**src/rtl/game_tick_if.sv**
```systemverilog
// Bundle of the tick scheduler's game-side signals: run/frame controls, divisor
// configuration, and the per-channel dispatch/ack handshake.
interface game_tick_if #(
   parameter int NUM_CH    = 4,
   parameter int DIV_WIDTH = 6,
   parameter int CH_W      = 2
);
   logic                 enb;
   logic                 frame_tick;
   logic                 cfg_we;
   logic [CH_W-1:0]      cfg_ch;
   logic [DIV_WIDTH-1:0] cfg_div;
   logic [NUM_CH-1:0]    ch_ack;
   logic [NUM_CH-1:0]    ch_tick;
   logic                 busy;
   logic [NUM_CH-1:0]    overrun;
   logic                 timeout;

   // Handshake: ch_tick[c] is a one-cycle dispatch pulse; the consumer completes it by
   // raising ch_ack[c] on any cycle from the pulse onward, and busy stays high until then.
   modport master (
      output enb, frame_tick, cfg_we, cfg_ch, cfg_div, ch_ack,
      input  ch_tick, busy, overrun, timeout
   );

   modport slave (
      input  enb, frame_tick, cfg_we, cfg_ch, cfg_div, ch_ack,
      output ch_tick, busy, overrun, timeout
   );
endinterface

```
**src/rtl/game_tick_scheduler.sv**
```systemverilog
// Divides the frame tick per channel and hands out one tick pulse at a time, round robin.
// Optional macro ACK_TIMEOUT_EN adds a WAIT_ACK watchdog that abandons a silent consumer.
module game_tick_scheduler #(
   parameter int NUM_CH      = 4,
   parameter int DIV_WIDTH   = 6,
   parameter int CH_W        = 2,
   parameter int TIMEOUT_CYC = 1024
) (
   input  logic              clk,
   input  logic              rst,
   game_tick_if.slave        io_bus,
   output logic              o_dbg_state,
   output logic [NUM_CH-1:0] o_dbg_pending
);

   typedef enum logic {
      ST_IDLE     = 1'b0,
      ST_WAIT_ACK = 1'b1
   } state_t;

   state_t               r_state;
   state_t               w_state_nxt;

   logic [DIV_WIDTH-1:0] r_div [NUM_CH];
   logic [DIV_WIDTH-1:0] r_cnt [NUM_CH];
   logic [NUM_CH-1:0]    r_pending;
   logic [NUM_CH-1:0]    r_overrun;
   logic [NUM_CH-1:0]    r_ch_tick;
   logic [CH_W-1:0]      r_rr;
   logic [CH_W-1:0]      r_sel;

   logic                 w_tick_en;
   logic [NUM_CH-1:0]    w_cfg_hit;
   logic [NUM_CH-1:0]    w_expire;
   logic [NUM_CH-1:0]    w_clear;
   logic                 w_found;
   logic [CH_W-1:0]      w_pick;
   logic                 w_launch;
   logic                 w_done;
   logic                 w_ack_hit;
   logic                 w_to_expire;
   logic                 w_timeout;

   function automatic logic [CH_W-1:0] wrap_add(input logic [CH_W-1:0] a, input int k);
      int s;
      s = int'(a) + k;
      if (s >= NUM_CH) s = s - NUM_CH;
      return CH_W'(s);
   endfunction

   function automatic logic [NUM_CH-1:0] onehot(input logic [CH_W-1:0] idx);
      logic [NUM_CH-1:0] v;
      v      = '0;
      v[idx] = 1'b1;
      return v;
   endfunction

   assign w_tick_en = io_bus.enb && io_bus.frame_tick;

   // A config write to a channel masks that channel's expiry in the same cycle.
   always_comb begin
      w_cfg_hit = '0;
      w_expire  = '0;
      for (int i = 0; i < NUM_CH; i++) begin
         w_cfg_hit[i] = io_bus.cfg_we && (io_bus.cfg_ch == CH_W'(i));
         w_expire[i]  = w_tick_en && !w_cfg_hit[i] &&
                        (r_div[i] != '0) && (r_cnt[i] == '0);
      end
   end

   always_comb begin
      w_found = 1'b0;
      w_pick  = '0;
      for (int k = 0; k < NUM_CH; k++) begin
         if (!w_found && r_pending[wrap_add(r_rr, k)]) begin
            w_found = 1'b1;
            w_pick  = wrap_add(r_rr, k);
         end
      end
   end

   assign w_ack_hit = (r_state == ST_WAIT_ACK) && io_bus.ch_ack[r_sel];
   assign w_clear   = w_done ? onehot(r_sel) : '0;

   always_ff @(posedge clk) begin
      if (rst) r_state <= ST_IDLE;
      else     r_state <= w_state_nxt;
   end

   always_comb begin
      w_state_nxt = r_state;
      w_launch    = 1'b0;
      w_done      = 1'b0;
      case (r_state)
         ST_IDLE: begin
            if (w_found) begin
               w_launch    = 1'b1;
               w_state_nxt = ST_WAIT_ACK;
            end
         end
         ST_WAIT_ACK: begin
            if (w_ack_hit || w_to_expire) begin
               w_done      = 1'b1;
               w_state_nxt = ST_IDLE;
            end
         end
         default: w_state_nxt = ST_IDLE;
      endcase
   end

   // Expiry while the same channel is being cleared keeps it pending without an overrun.
   always_ff @(posedge clk) begin
      if (rst) begin
         for (int i = 0; i < NUM_CH; i++) begin
            r_div[i] <= '0;
            r_cnt[i] <= '0;
         end
         r_pending <= '0;
         r_overrun <= '0;
      end else begin
         for (int i = 0; i < NUM_CH; i++) begin
            if (w_cfg_hit[i]) begin
               r_div[i]     <= io_bus.cfg_div;
               r_cnt[i]     <= (io_bus.cfg_div == '0) ? '0 : io_bus.cfg_div - DIV_WIDTH'(1);
               r_overrun[i] <= 1'b0;
            end else if (w_tick_en && (r_div[i] != '0)) begin
               r_cnt[i] <= (r_cnt[i] == '0) ? r_div[i] - DIV_WIDTH'(1)
                                            : r_cnt[i] - DIV_WIDTH'(1);
            end
            if (w_expire[i]) begin
               if (r_pending[i] && !w_clear[i]) r_overrun[i] <= 1'b1;
               r_pending[i] <= 1'b1;
            end else if (w_clear[i]) begin
               r_pending[i] <= 1'b0;
            end
         end
      end
   end

   always_ff @(posedge clk) begin
      if (rst) begin
         r_rr      <= '0;
         r_sel     <= '0;
         r_ch_tick <= '0;
      end else begin
         r_ch_tick <= w_launch ? onehot(w_pick) : '0;
         if (w_launch) r_sel <= w_pick;
         if (w_done)   r_rr  <= wrap_add(r_sel, 1);
      end
   end

`ifdef ACK_TIMEOUT_EN
   localparam int TO_W = (TIMEOUT_CYC > 1) ? $clog2(TIMEOUT_CYC) : 1;

   logic [TO_W-1:0] r_to_cnt;
   logic            r_timeout;

   // Counter is zero on the first WAIT_ACK cycle; an ack in the final cycle still wins.
   always_ff @(posedge clk) begin
      if (rst) begin
         r_to_cnt  <= '0;
         r_timeout <= 1'b0;
      end else begin
         if (w_launch)                     r_to_cnt <= '0;
         else if (r_state == ST_WAIT_ACK)  r_to_cnt <= r_to_cnt + TO_W'(1);
         if (w_to_expire && !w_ack_hit)    r_timeout <= 1'b1;
      end
   end

   assign w_to_expire = (r_state == ST_WAIT_ACK) && (r_to_cnt == TO_W'(TIMEOUT_CYC - 1));
   assign w_timeout   = r_timeout;
`else
   assign w_to_expire = 1'b0;
   assign w_timeout   = 1'b0;
`endif

   assign io_bus.ch_tick = r_ch_tick;
   assign io_bus.busy    = (r_state == ST_WAIT_ACK);
   assign io_bus.overrun = r_overrun;
   assign io_bus.timeout = w_timeout;

   assign o_dbg_state    = (r_state == ST_WAIT_ACK);
   assign o_dbg_pending  = r_pending;

endmodule

```
**src/flat_wrapper.sv**
```systemverilog
// flat-port wrapper written by rule: the top's interface ports become plain ports
module game_tick_scheduler_flat 
#(
   parameter int NUM_CH      = 4,
   parameter int DIV_WIDTH   = 6,
   parameter int CH_W        = 2,
   parameter int TIMEOUT_CYC = 1024
)
  (clk, rst, o_dbg_state, o_dbg_pending, io_bus_enb, io_bus_frame_tick, io_bus_cfg_we, io_bus_cfg_ch, io_bus_cfg_div, io_bus_ch_ack, io_bus_ch_tick, io_bus_busy, io_bus_overrun, io_bus_timeout);
  game_tick_if #(.NUM_CH(NUM_CH), .DIV_WIDTH(DIV_WIDTH), .CH_W(CH_W)) io_bus_i ();
  input  logic clk;
  input  logic rst;
  output logic o_dbg_state;
  output logic [NUM_CH-1:0] o_dbg_pending;
  input wire logic [$bits(io_bus_i.enb)-1:0] io_bus_enb;
  input wire logic [$bits(io_bus_i.frame_tick)-1:0] io_bus_frame_tick;
  input wire logic [$bits(io_bus_i.cfg_we)-1:0] io_bus_cfg_we;
  input wire logic [$bits(io_bus_i.cfg_ch)-1:0] io_bus_cfg_ch;
  input wire logic [$bits(io_bus_i.cfg_div)-1:0] io_bus_cfg_div;
  input wire logic [$bits(io_bus_i.ch_ack)-1:0] io_bus_ch_ack;
  output wire logic [$bits(io_bus_i.ch_tick)-1:0] io_bus_ch_tick;
  output wire logic [$bits(io_bus_i.busy)-1:0] io_bus_busy;
  output wire logic [$bits(io_bus_i.overrun)-1:0] io_bus_overrun;
  output wire logic [$bits(io_bus_i.timeout)-1:0] io_bus_timeout;
  assign io_bus_i.enb = io_bus_enb;
  assign io_bus_i.frame_tick = io_bus_frame_tick;
  assign io_bus_i.cfg_we = io_bus_cfg_we;
  assign io_bus_i.cfg_ch = io_bus_cfg_ch;
  assign io_bus_i.cfg_div = io_bus_cfg_div;
  assign io_bus_i.ch_ack = io_bus_ch_ack;
  assign io_bus_ch_tick = io_bus_i.ch_tick;
  assign io_bus_busy = io_bus_i.busy;
  assign io_bus_overrun = io_bus_i.overrun;
  assign io_bus_timeout = io_bus_i.timeout;
  game_tick_scheduler #(.NUM_CH(NUM_CH), .DIV_WIDTH(DIV_WIDTH), .CH_W(CH_W), .TIMEOUT_CYC(TIMEOUT_CYC)) u_core (.clk(clk), .rst(rst), .io_bus(io_bus_i), .o_dbg_state(o_dbg_state), .o_dbg_pending(o_dbg_pending));
endmodule
```
**config.mk**
```make
export PLATFORM = sky130hd
export DESIGN_NAME = game_tick_scheduler_flat
export DESIGN_NICKNAME = d
export VERILOG_FILES = /design/src/rtl/game_tick_if.sv /design/src/rtl/game_tick_scheduler.sv /design/src/flat_wrapper.sv
export SDC_FILE = /design/constraint.sdc
export NUM_CORES = 1
export LEC_CHECK = 0
export CAP_MARGIN = 20
export CORE_ASPECT_RATIO = 0.8
export CORE_MARGIN = 2
export CORE_UTILIZATION = 52
export DETAILED_ROUTE_END_ITERATION = 12
export PLACE_DENSITY = 0.76
export SYNTH_ARGS = -nofsm -noshare
export SYNTH_HDL_FRONTEND = slang
export SYNTH_SLANG_ARGS = --single-unit
export TNS_END_PERCENT = 1
```
**constraint.sdc**
```tcl
create_clock -name clk -period 2.1 [get_ports clk]
set_input_delay 0.63 -clock clk [delete_from_list [all_inputs] [get_ports clk]]
set_output_delay 0.63 -clock clk [all_outputs]
set_load 0.005 [all_outputs]
```
; Yosys cells after proc, flatten, opt, wreduce, memory -nomap -nowiden
; Memory sizes are Yosys's and may differ from the RTL's.
; Cells that the tools add are included.
[word_totals]
regBits = 17
latchBits = 0
ram_bits = 48
romBits = 0
in_bits = 17
elab_cells = 217
memories = 2
[memory_table]
columns = memory, words, width, read_ports, rd_ports_with_merged_regs, wr, line
row1 = u_core.r_cnt, 4, 6, 4, 0, 4, game_tick_scheduler.sv:25  ; logic [DIV_WIDTH-1:0] r_cnt [NUM_CH];
row2 = u_core.r_div, 4, 6, 4, 0, 4, game_tick_scheduler.sv:24  ; logic [DIV_WIDTH-1:0] r_div [NUM_CH];
[classes]
n_addsub = 18
multipliers = 0
div_mod_pow = 0
order_cmp = 13
n_eq_ne = 3
n_shift = 0
n_mux = 101
n_bitwise = 14
reduce_logical = 57
[op_table]
columns = op, count
row1 = $mux 6, 17
row2 = $mux 1, 66
row3 = $sub 6x1->6 const B, 9
row4 = $logic_and 1x1->1, 31
row5 = $logic_not 6->1, 5
row6 = $reduce_bool 6->1, 4
row7 = $lt 2x3->1 const B, 6
row8 = $mux 2, 9
row9 = $ge 3x3->1 const B, 4
row10 = $or 1x1->1, 12
row11 = $logic_not 1->1, 11
row12 = $bmux 1 s2, 5
row13 = $sub 2x1->2 const B, 5
row14 = $reduce_bool 2->1, 4
row15 = $add 2x1->3 const B, 2
row16 = $add 2x2->3 const B, 2
row17 = $demux 1 s2, 2
row18 = $eq 2x2->1 const B, 2
row19 = $ge 2x1->1 const B, 2
row20 = $mux 4, 1
row21 = $ge 2x3->1 const B, 1
row22 = $eq 2x1->1 const B, 1
row23 = $logic_not 2->1, 1
row24 = $not 1->1, 2
row25 = other kinds (2), 2

; Longest topological paths before layout
[depth]
depth_word = 18
mapped_depth = 8
depth_no_buf = 8

; Least setup slack after synthesis
; OpenSTA, ideal clock, no wires.
[synth_timing]
kind = register to register
from = memory u_core.r_cnt[0][1]
to = memory u_core.r_cnt[0][4], data pin
arrival_ns = 1.854
required_time_ns = 1.826
path_slack_ns = -0.028
stages_incl_launch_ff = 9
n_path_buf = 0
synth_period_minus_slack_ns = 2.128
path_cell_list = edfxtp_1 > or4_4 > nor3_2 > a21oi_1 > ha_1 > inv_1 > a2111o_1 > or4b_1 > o221ai_1
[synth_lines]
columns = element, line
row1 = "start, declared", game_tick_scheduler.sv:25

==> reports/summary.md <==
## Timing
* smallest setup slack after layout: -52.3 ps
* unrepaired setup endpoints after global routing: true
* achievable clock frequency: 465 MHz
* final worst path period need: 2150 ps
* worst hold-check slack: 477 ps
* Worst Skew: 6.27 ps
* Setup Viol. Count Final: 4
* Worst-Margin Slew: 624 ps
* headroom to the max-slew limit: 58.0%
* final count of pins violating max slew: 0
* final clock period utilization by the worst path: 102%
* final hold violation count: 0

## Setup path
* highest-delay cell along the critical path: sky130_fd_sc_hd__or4_4
* worst setup path category: reg2reg
* crit path DAT: 2250 ps
* worst reg2reg path endpoint: u_core.r_cnt[3][4]
* Crit path largest cell delay: 570 ps
* number of cells traversed by the worst register-to-register path: 7
* top fanout value on the critical path: 3
* worst reg-to-reg setup slack: -50 ps
* Crit path required time: 2200 ps
* cell breakdown of the critical path: or4_4 > nor3_4 > a21oi_2 > ha_2 > o211ai_1 > xor2_1 > o22ai_1
* endpoint kind of the worst setup timing path: flip-flop
* nature of the critical path startpoint: flip-flop
* launch instance of the worst register-to-register path: u_core.r_cnt[3][3]

## Cells and area
* # nets final: 495
* filler cell count: 520
* Antenna diodes: 0
* Synth-to-Final Area Change: 34.7%
* share of final-layout standard cells stronger than drive strength 1: 27.3%
* Cell Count, Final, Fillers Out: 560

## Clock tree
* insertion delay of the later-clocked pin in the worst-skew pair: 340 ps
* Root Buffer Master: sky130_fd_sc_hd__clkbuf_8
* CTS tree: done
* quantity of hold-fixing buffers added after cts: 0
* maximum buffer depth of the clock tree: 2
* clock slew at reported path FFs: 70 ps
* Max H-tree Level: 3
* total CTS buffers: 9
* clock sinks: 65

## Synth
* adder and majority cell fraction of the synthesized area: 3.44%
* combinational family with the most area after synthesis: simple AND/OR/NAND/NOR gates
* most frequent cell after synthesis: sky130_fd_sc_hd__edfxtp_1
* Post-synth top flop: sky130_fd_sc_hd__edfxtp_1
* gate count of the mapped netlist: 352
* Yosys Warn Count: 0
* count of flip-flops with a built-in enable after synthesis: 48
* number of synthesized register bits: 65
* number of distinct library cells after synthesis: 60
* dominant cells by area after synthesis: sky130_fd_sc_hd__edfxtp_1 (40%), sky130_fd_sc_hd__dfxtp_1 (9.4%), sky130_fd_sc_hd__nor2_1 (3.7%), sky130_fd_sc_hd__ha_1 (3.4%), sky130_fd_sc_hd__a21oi_1 (3.0%)
* area of the mapped netlist: 3630 sq um
* synth cell count leaders: sky130_fd_sc_hd__edfxtp_1 (48), sky130_fd_sc_hd__nor2_1 (36), sky130_fd_sc_hd__a21oi_1 (22), sky130_fd_sc_hd__nand2_1 (21), sky130_fd_sc_hd__inv_1 (18)
* fraction of synthesized area in multiplexers: 1.45%
* post-synth top area share: 39.7%
* dominant cell type by area after synthesis: sky130_fd_sc_hd__edfxtp_1
* net count after synthesis: 379
* Seq/Total Area, Yosys: 49.1%
* area fraction in and, or, nand and nor cells after synthesis: 22.2%
* area fraction in compound gates after synthesis: 19.0%
* Synth Area per Inst: 10.3 sq um
* share of flip-flops with an asynchronous set or reset after synthesis: 0%
* post-synthesis share of cell area spent on xor and xnor gates: 1.93%

## Placed design
* routability-driven placement congestion ratio: 0.899
* total half-perimeter wirelength after legalization and detailed placement: 7310 um
* number of port buffers: 30
* cell count after placement: 531

## GRT
* wire length of the first global-routing pass: 15,900 um
* GRT Util Overall: 26.8%
* initial antenna violation count: 0
* global route total overflow: 0
* maximum number of pins on one net before global-route repair: 12
* via count of the first global-routing pass: 3,222

## Power and ir drop
* Sequential Power Share: 46.2%
* Gate power share: 21.6%
* Leakage: 1.91 nW
* portion of total power attributed to the clock network: 32.3%
* power per standard cell area: 692 nW/um^2
* power consumption: 3.39 mW
* net switching share of the total power: 27.2%
* Int Pwr: 2.47 mW
* switching power of the nets: 0.923 mW
* worst-case vdd ir drop: 594 uV

## Hold path
* Tightest Hold Check Type: reg2reg
* Hold Path Depth: 1
* hold path endpoint: u_core.io_bus.overrun[2]
* startpoint of the lowest-slack hold path: u_core.io_bus.overrun[2]

## Floorplanning
* die width: 97.4 um
* core box area: 6820 sq um
* full die area: 7670 sq um
* Top Ports: 32
* std cell rows: 27
* overall die height: 78.8 um
* effective utilization at floorplan: 53.2%

## Job
* max-cap check violation count: 0

## Drt
* first drt pass iteration count: 5
* Total Wirelength: 9890 um
* via/cell ratio: 5.96
* antenna-violating nets left: 0
* total DRC errors in the routed layout: 0
* via count: 3,335
* initial detailed-routing violation count: 282
* mean routed wirelength per cell: 17.7 um

## Run status
* violated checks: setup timing
* run status: finished with violations

-- kinds of logic after synthesis --
kind of cell	count (synthesis)
DFF	65
buffers and inverters	25
muxes	4
AOI/OAI and AO/OA	101
and+or+nand+nor	138
xor gates and xnor gates	8
adders and majority gates	10
other	1
-- per-stage QoR --
step | setup WS (ps) | cell area, sq um | utilization, % | setup TNS [ps]
after floorplan | -16.8 | 3640 | - | -16.8
after global placement | -244 | 4530 | 66.4 | -9540
after detailed placement | -300 | 4530 | 66.4 | -11610
after CTS | -32.7 | 4840 | 70.9 | -89.6
after global routing | -139 | 4890 | 71.7 | -612
final | -52.3 | 4890 | 71.7 | -96.2
-- worst max-delay path by stage --
stage                             from            endpoint  slack (ps)
floorplan           u_core.r_cnt[3][1]  u_core.r_cnt[3][2]         -20
global placement     io_bus_cfg_div[0]  u_core.r_cnt[1][1]        -240
detailed placement   io_bus_cfg_div[0]  u_core.r_cnt[0][4]        -300
CTS                 u_core.r_cnt[1][4]  u_core.r_cnt[1][4]         -30
global route        u_core.r_cnt[0][2]  u_core.r_cnt[0][4]        -140
finish              u_core.r_cnt[3][3]  u_core.r_cnt[3][4]         -50
-- layout make-up --
type                       instances  area (sq um)  area share (%)
clock buffer                      12           155            3.17
clock inverter                     4          51.3            1.05
inverter                          18          67.6            1.38
multi-input combinational        262          1810            37.0
sequential                        65          1780            36.4
tap                               87           109            2.23
timing repair buffer             112           916            18.7
-- cell usage in the layout (no fill, tap or decap), types with 7 or more instances in the layout --
cell type,n
sky130_fd_sc_hd__edfxtp_1,48
sky130_fd_sc_hd__nor2_1,36
sky130_fd_sc_hd__buf_4,82
sky130_fd_sc_hd__a31oi_1,7
sky130_fd_sc_hd__nand2b_1,12
sky130_fd_sc_hd__nor3_1,9
sky130_fd_sc_hd__a22o_1,7
sky130_fd_sc_hd__a21oi_1,17
sky130_fd_sc_hd__clkbuf_8,11
sky130_fd_sc_hd__dfxtp_1,17
sky130_fd_sc_hd__o22ai_1,12
sky130_fd_sc_hd__clkdlybuf4s50_1,30
sky130_fd_sc_hd__and2_1,17
sky130_fd_sc_hd__nand2_1,20
sky130_fd_sc_hd__o21ai_0,14
sky130_fd_sc_hd__inv_1,17
-- sequential cells by signal, indices dropped and copies added (netlist names) --
name and count:
u_core.io_bus.busy 1, u_core.o_dbg_pending 4, u_core.r_cnt 24, u_core.r_div 24, u_core.io_bus.ch_tick 4, u_core.io_bus.overrun 4, u_core.r_sel 2, u_core.r_rr 2
-- layer usage --
layer / up-vias / track usage [%] / wire length [um]
li1: 1584 / - / -
met1: 1609 / 34.9 / 4340
met2: 123 / 45.2 / 4820
met3: 19 / 6.25 / 562
met4: 0 / 7.92 / 173
met5: - / 0 / 0
-- power groups by stage --
stage / Combinational (mW) / Clock, mW / Sequential [mW]
detailed placement: 0.650 / 0 / 1.58
global placement: 0.641 / 0 / 1.58
global route: 0.791 / 1.16 / 1.58
CTS: 0.698 / 1.11 / 1.56
finish: 0.731 / 1.09 / 1.56
floorplan: 0.337 / 0 / 1.58
-- worst max-delay path, delay by kind of cell (launching register included) --
kind	cells	cell delay, ps
AOI/OAI and AO/OA	3	300
xor gates and xnor gates	1	180
adders and majority gates	1	190
DFF	1	390
and+or+nand+nor	2	840
-- timing repair --
item / CTS / global route
hold endpoints to repair: 0 / 0
endpoints found under the setup margin: 5 / 19
buffers inserted: 8 / 5
pin swaps: 11 / 6
resized for setup: 11 / 6
Note: power is estimated with default switching activity, not from simulation.
